**src/rtl/controle_ula_if.sv**
```systemverilog
`default_nettype none
// ============================================================================
//  Module   : controle_ula_if
//  Brief    : Instruction/load handshake and ULA operand/result bundle for
//             the controle_ula sequencer.
//  Revision : 1.0  initial release
// ============================================================================
interface controle_ula_if #(
    parameter int LARGURA = 8
);
    logic [7:0]         instrucao;
    logic               valido;
    logic               pronto;
    logic               carga_en;
    logic [1:0]         carga_end;
    logic [LARGURA-1:0] carga_dado;
    logic [LARGURA-1:0] Entrada1;
    logic [LARGURA-1:0] Entrada2;
    logic [1:0]         ALUOp;
    logic [LARGURA-1:0] Resultado;
    logic               Zero;
    logic               concluido;
    logic               flag_zero;
    logic [LARGURA-1:0] resultado_out;

    // Sequencer side: drives the ULA operands and reports completion.
    modport master (
        input  instrucao, valido, carga_en, carga_end, carga_dado,
        input  Resultado, Zero,
        output pronto, Entrada1, Entrada2, ALUOp,
        output concluido, flag_zero, resultado_out
    );

    // Environment side: instruction fetch, load source and the ULA itself.
    modport slave (
        output instrucao, valido, carga_en, carga_end, carga_dado,
        output Resultado, Zero,
        input  pronto, Entrada1, Entrada2, ALUOp,
        input  concluido, flag_zero, resultado_out
    );
endinterface
`default_nettype wire

```
**src/rtl/controle_ula.sv**
```systemverilog
`default_nettype none
// ============================================================================
//  Module   : controle_ula
//  Brief    : Four-phase sequencer feeding the combinational ULA from a small
//             register bank and writing results back.
//  Revision : 1.0  initial release
// ============================================================================
module controle_ula #(
    parameter int LARGURA  = 8,
    parameter int NUM_REGS = 4
) (
    input  wire logic          clock,
    input  wire logic          reset,
    controle_ula_if.master     bus
);

    typedef enum logic [1:0] {
        OCIOSO   = 2'd0,
        LEITURA  = 2'd1,
        EXECUCAO = 2'd2,
        ESCRITA  = 2'd3
    } state_t;

    state_t             r_state;
    state_t             w_next;

    logic [LARGURA-1:0] r_banco [NUM_REGS];
    logic [1:0]         r_op;
    logic [1:0]         r_rd;
    logic [1:0]         r_rs;
    logic [1:0]         r_rt;
    logic [LARGURA-1:0] r_entrada1;
    logic [LARGURA-1:0] r_entrada2;
    logic [1:0]         r_aluop;
    logic [LARGURA-1:0] r_res;
    logic               r_zero;
    logic [LARGURA-1:0] r_resultado_out;
    logic               r_flag_zero;

    always_comb begin
        w_next = OCIOSO;
        case (r_state)
            OCIOSO:   w_next = bus.valido ? LEITURA : OCIOSO;
            LEITURA:  w_next = EXECUCAO;
            EXECUCAO: w_next = ESCRITA;
            ESCRITA:  w_next = OCIOSO;
            default:  w_next = OCIOSO;
        endcase
    end

    always_ff @(posedge clock) begin
        if (reset) begin
            r_state         <= OCIOSO;
            r_op            <= '0;
            r_rd            <= '0;
            r_rs            <= '0;
            r_rt            <= '0;
            r_entrada1      <= '0;
            r_entrada2      <= '0;
            r_aluop         <= '0;
            r_res           <= '0;
            r_zero          <= 1'b0;
            r_resultado_out <= '0;
            r_flag_zero     <= 1'b0;
            for (int i = 0; i < NUM_REGS; i++) begin
                r_banco[i] <= '0;
            end
        end else begin
            r_state <= w_next;
            case (r_state)
                OCIOSO: begin
                    // Load and accept may share this edge; the load lands
                    // first, so the following operand read sees it.
                    if (bus.carga_en) begin
                        r_banco[bus.carga_end] <= bus.carga_dado;
                    end
                    if (bus.valido) begin
                        r_op <= bus.instrucao[7:6];
                        r_rd <= bus.instrucao[5:4];
                        r_rs <= bus.instrucao[3:2];
                        r_rt <= bus.instrucao[1:0];
                    end
                end
                LEITURA: begin
                    r_entrada1 <= r_banco[r_rs];
                    r_entrada2 <= r_banco[r_rt];
                    r_aluop    <= r_op;
                end
                EXECUCAO: begin
                    r_res  <= bus.Resultado;
                    r_zero <= bus.Zero;
                end
                ESCRITA: begin
                    r_banco[r_rd]   <= r_res;
                    r_resultado_out <= r_res;
                    r_flag_zero     <= r_zero;
                end
                default: ;
            endcase
        end
    end

    assign bus.pronto        = (r_state == OCIOSO) && !reset;
    assign bus.concluido     = (r_state == ESCRITA);
    assign bus.Entrada1      = r_entrada1;
    assign bus.Entrada2      = r_entrada2;
    assign bus.ALUOp         = r_aluop;
    assign bus.resultado_out = r_resultado_out;
    assign bus.flag_zero     = r_flag_zero;

endmodule
`default_nettype wire

```
**src/flat_wrapper.sv**
```systemverilog
// flat-port wrapper written by rule: the top's interface ports become plain ports
module controle_ula_flat 
#(
    parameter int LARGURA  = 8,
    parameter int NUM_REGS = 4
)
  (clock, reset, bus_instrucao, bus_valido, bus_carga_en, bus_carga_end, bus_carga_dado, bus_Resultado, bus_Zero, bus_pronto, bus_Entrada1, bus_Entrada2, bus_ALUOp, bus_concluido, bus_flag_zero, bus_resultado_out);
  controle_ula_if #(.LARGURA(LARGURA)) bus_i ();
  input  wire logic clock;
  input  wire logic reset;
  input wire logic [$bits(bus_i.instrucao)-1:0] bus_instrucao;
  input wire logic [$bits(bus_i.valido)-1:0] bus_valido;
  input wire logic [$bits(bus_i.carga_en)-1:0] bus_carga_en;
  input wire logic [$bits(bus_i.carga_end)-1:0] bus_carga_end;
  input wire logic [$bits(bus_i.carga_dado)-1:0] bus_carga_dado;
  input wire logic [$bits(bus_i.Resultado)-1:0] bus_Resultado;
  input wire logic [$bits(bus_i.Zero)-1:0] bus_Zero;
  output wire logic [$bits(bus_i.pronto)-1:0] bus_pronto;
  output wire logic [$bits(bus_i.Entrada1)-1:0] bus_Entrada1;
  output wire logic [$bits(bus_i.Entrada2)-1:0] bus_Entrada2;
  output wire logic [$bits(bus_i.ALUOp)-1:0] bus_ALUOp;
  output wire logic [$bits(bus_i.concluido)-1:0] bus_concluido;
  output wire logic [$bits(bus_i.flag_zero)-1:0] bus_flag_zero;
  output wire logic [$bits(bus_i.resultado_out)-1:0] bus_resultado_out;
  assign bus_i.instrucao = bus_instrucao;
  assign bus_i.valido = bus_valido;
  assign bus_i.carga_en = bus_carga_en;
  assign bus_i.carga_end = bus_carga_end;
  assign bus_i.carga_dado = bus_carga_dado;
  assign bus_i.Resultado = bus_Resultado;
  assign bus_i.Zero = bus_Zero;
  assign bus_pronto = bus_i.pronto;
  assign bus_Entrada1 = bus_i.Entrada1;
  assign bus_Entrada2 = bus_i.Entrada2;
  assign bus_ALUOp = bus_i.ALUOp;
  assign bus_concluido = bus_i.concluido;
  assign bus_flag_zero = bus_i.flag_zero;
  assign bus_resultado_out = bus_i.resultado_out;
  controle_ula #(.LARGURA(LARGURA), .NUM_REGS(NUM_REGS)) u_core (.clock(clock), .reset(reset), .bus(bus_i));
endmodule
```
**config.mk**
```make
export PLATFORM = sky130hd
export DESIGN_NAME = controle_ula_flat
export DESIGN_NICKNAME = d
export VERILOG_FILES = /design/src/rtl/controle_ula_if.sv /design/src/rtl/controle_ula.sv /design/src/flat_wrapper.sv
export SDC_FILE = /design/constraint.sdc
export NUM_CORES = 1
export LEC_CHECK = 0
export CORE_AREA = 2 2 77 79
export CTS_BUF_LIST = sky130_fd_sc_hd__clkbuf_4 sky130_fd_sc_hd__clkbuf_8
export CTS_CLUSTER_DIAMETER = 80
export CTS_CLUSTER_SIZE = 30
export DETAILED_ROUTE_END_ITERATION = 16
export DIE_AREA = 0 0 79 81
export DONT_BUFFER_PORTS = 1
export GPL_ROUTABILITY_DRIVEN = 0
export PLACE_DENSITY = 0.86
export SLEW_MARGIN = 20
export SYNTH_ARGS = -nofsm -noshare
export SYNTH_HDL_FRONTEND = slang
export SYNTH_SLANG_ARGS = --single-unit
```
**constraint.sdc**
```tcl
create_clock -name clock -period 5.6 [get_ports clock]
set_clock_uncertainty 0.15 [all_clocks]
set_input_delay 1.68 -clock clock [delete_from_list [all_inputs] [get_ports clock]]
set_output_delay 1.68 -clock clock [all_outputs]
set_load 0.1 [all_outputs]
```
==> summary.md <==
| Metric | Value |
|---|---|
| Clock buffer count from CTS | `9` |
| Area Overhead vs Synth | `5.55%` |
| Seq cells post-synth | `78` |
| Post-DP HPWL | `a little under 5000 um` |
| Most common cell after layout, fill and taps aside | `nor2_1` |
| I/O pins | `60` |
| XOR/XNOR share of the synthesized area | `0%` |
| Hold-fix buffers, CTS | `0` |
| Distinct cells, synth | `32` |
| Compound-Gate Fraction of Synth Area | `around 5.8%` |
| CTS resizes | `0` |
| Fmax | `~260 MHz` |
| Critical path class | `input port to output port` |
| Layout cells sized above 1 | `11.0%` |
| Std cell rows | `28` |
| Die Width | `79 um` |
| Post-Synthesis Cell Area | `about 0.0035 mm2` |
| R2r endpoint | `u_core.r_banco[2][1]$_SDFFCE_PN0P_` |
| Global Route Usage Sum | `a little over a fifth` |
| Aggregate global routing overflow | `0` |
| Die height | `between 80 and 90 um` |
| Port bufs | `0` |
| Initial DRC count | `73` |
| Post-route setup slack | `between 1500 and 2000 ps` |
| Vias per cell | `5.92` |
| Synth Area in Simple Gates | `14.8%` |
| Leak | `about 1.4 nW` |
| Max Cap Viol | `0` |
| WL final | `about 6500 um` |
| Post-Synth Adder-Cell Area | `roughly 1.8%` |
| Syn avg cell area | `12.0 um2` |
| Dpl ws | `around 1700 ps` |
| CTS tree | `built` |
| Antenna Nets Post-Route | `0` |
| DR vias | `2,171` |
| Worst-path maximum fanout | `67` |
| Bufs and invs on worst path | `1` |
| Initial antenna violation count | `0` |
| Root Buffer | `clkbuf_8` |
| Slowest stage delay, CP | `between 200 and 300 ps` |
| Post-synthesis sequential area ratio | `53.5%` |
| RSZ-0062 raised after global routing | `false` |
| Global-route wire length before repair | `10,400 um` |
| Final setup viols | `0` |
| Hold Crit Endpoint | `u_core.r_op[1]$_SDFFE_PP0P_` |
| Initial Util | `just over 60%` |
| RR Startpoint | `u_core.r_state[1]$_SDFF_PP0_` |
| Mux contribution to synthesized area | `between 10% and 20%` |
| Register clock-pin slew on the reported worst setup and hold paths | `about 80 ps` |
| Crit-path cells | `nor2b_2, buf_4` |
| Yosys Warn Count | `0` |
| Slew headroom | `a little over a quarter` |
| Critical path's top delay family | `buffers and inverters` |
| Final hold violation count | `0` |
| Final Net Count | `323` |
| Main combinational cell family by area after synthesis | `multiplexers` |
| 1st-pass router iterations | `4` |
| Clock Sink Count | `approximately 80` |
| Setup TNS | `0 ps` |
| CP max-delay cell | `buf_4` |
| Die area | `0.00640 mm2` |
| Number of cells on the worst hold path | `2` |
| # H-tree levels | `3` |
| Hold Crit Start | `u_core.r_op[1]$_SDFFE_PP0P_` |
| FF-to-FF path depth | `4` |
| Crit path DAT | `between 2000 and 2500 ps` |
| DR WL/cell | `17.8 um` |
| Antenna cells | `0` |
| Commonest cells after routing, fill and taps aside | `nor2_1 (52), dfxtp_1 (46), edfxtp_1 (32)` |
| Fin. max-slew vios | `0` |
| Worst-margin pin slew | `between 1000 and 1500 ps` |
| Core Area | `0.00568 mm2` |
| Worst-Skew Late Latency | `between 300 and 400 ps` |
| Remaining DRCs | `0` |
| Clock tree buffer depth | `2` |
| Status | `completed` |
| Final min period | `3900 ps` |
| Final period util | `69.6%` |
| HP Class | `register to register` |
| Vias in the first global route | `around 2,100` |
| Setup crit end kind | `output port` |
| R2r setup slk | `about 3000 ps` |
| Largest net degree at the start of global routing | `between 60 and 70` |
| Worst EP required | `roughly 3800 ps` |
| Crit path launch type | `input port` |
| Syn nets | `330` |
| Worst VDD drop | `between 0.15 and 0.2 mV` |
| Setup bufs post-CTS | `0` |
| Mapped Cells | `294` |
| Power per cell area | `approximately 340 mW/mm2` |
==> cells by family after synthesis <==
group,Yosys count
muxes,45
adders and majority gates,5
AOI/OAI and AO/OA,28
buffers and inverters,29
and+or+nand+nor,109
DFF,78
==> routing by layer <==
metal	up-vias	global-route usage, %	routed length (um)
met5	-	0	0
met3	11	8.33	472
li1	1033	-	-
met1	1053	25.8	2640
met2	74	37.4	3340
met4	0	6.90	94
==> cells in the mapped netlist (all sizes together) <==
cell | n | area share [%]
nor2 | 53 | 5.7
inv | 10 | 1.1
buf | 14 | 2.8
nand2b | 19 | 3.4
o22a | 8 | 2.0
nand3 | 8 | 1.1
dfxtp | 46 | 26
or2 | 1 | 0.18
nor2b | 3 | 0.53
or2b | 1 | 0.21
o22ai | 1 | 0.36
a21oi | 16 | 2.3
and2b | 1 | 0.21
ha | 5 | 1.8
mux2i | 29 | 8.3
nand2 | 18 | 1.9
and4bb | 2 | 0.71
mux4 | 16 | 11
nand3b | 2 | 0.53
a2bb2o | 1 | 0.57
edfxtp | 32 | 27
a211oi | 1 | 0.21
o221ai | 1 | 0.43
clkbuf | 5 | 0.57
nand4b | 1 | 0.25
==> final cells by class <==
class / instances / area [um2]
well taps: 75 / 93.8
inverters: 10 / 37.5
clock buffers: 12 / 153
flip-flops and latches: 78 / 1880
fillers: 445 / 1960
multi-input cells: 187 / 1480
clock inverters: 4 / 56.3
repair buffers: 1 / 7.51
==> worst max-delay path by stage <==
stage,from,endpoint,slack (ps),cells after the start
floorplan,reset,bus_pronto,430,3
global route,reset,bus_pronto,1670,2
global placement,reset,bus_pronto,1710,2
detailed placement,reset,bus_pronto,1710,2
finish,reset,bus_pronto,1700,2
CTS,reset,bus_pronto,1710,2
==> power breakdown <==
| group | total, W | switching, W | internal, W | leakage, nW |
|---|---|---|---|---|
| Sequential | 0.000709 | 0.0000814 | 0.000627 | 0.708 |
| Combinational | 0.000136 | 0.0000717 | 0.0000639 | 0.551 |
| Clock | 0.000435 | 0.000205 | 0.000231 | 0.108 |
| Total | 0.00128 | 0.000358 | 0.000922 | 1.37 |
==> stage by stage <==
stage	hold WS (ps)	total power, W	instances	instance area [um2]	util, %
2_1_floorplan	286	0.000838	294	3520	-
3_3_place_gp	287	0.000847	351	3500	61.7
3_5_place_dp	300	0.000859	351	3500	61.7
4_1_cts	311	0.00129	367	3710	65.4
5_1_grt	347	0.00133	367	3710	65.4
6_report	309	0.00128	367	3710	65.4
==> registers in the layout, summed over array words and instances (netlist names) <==
signal	cells
u_core.r_zero	1
u_core.r_res	8
u_core.r_banco	32
u_core.bus.Entrada2	8
u_core.r_rs	2
u_core.r_rd	2
u_core.r_state	2
u_core.bus.Entrada1	8
u_core.bus.ALUOp	2
u_core.bus.flag_zero	1
u_core.r_op	2
u_core.bus.resultado_out	8
u_core.r_rt	2
Power figures use the tool's default switching activity.
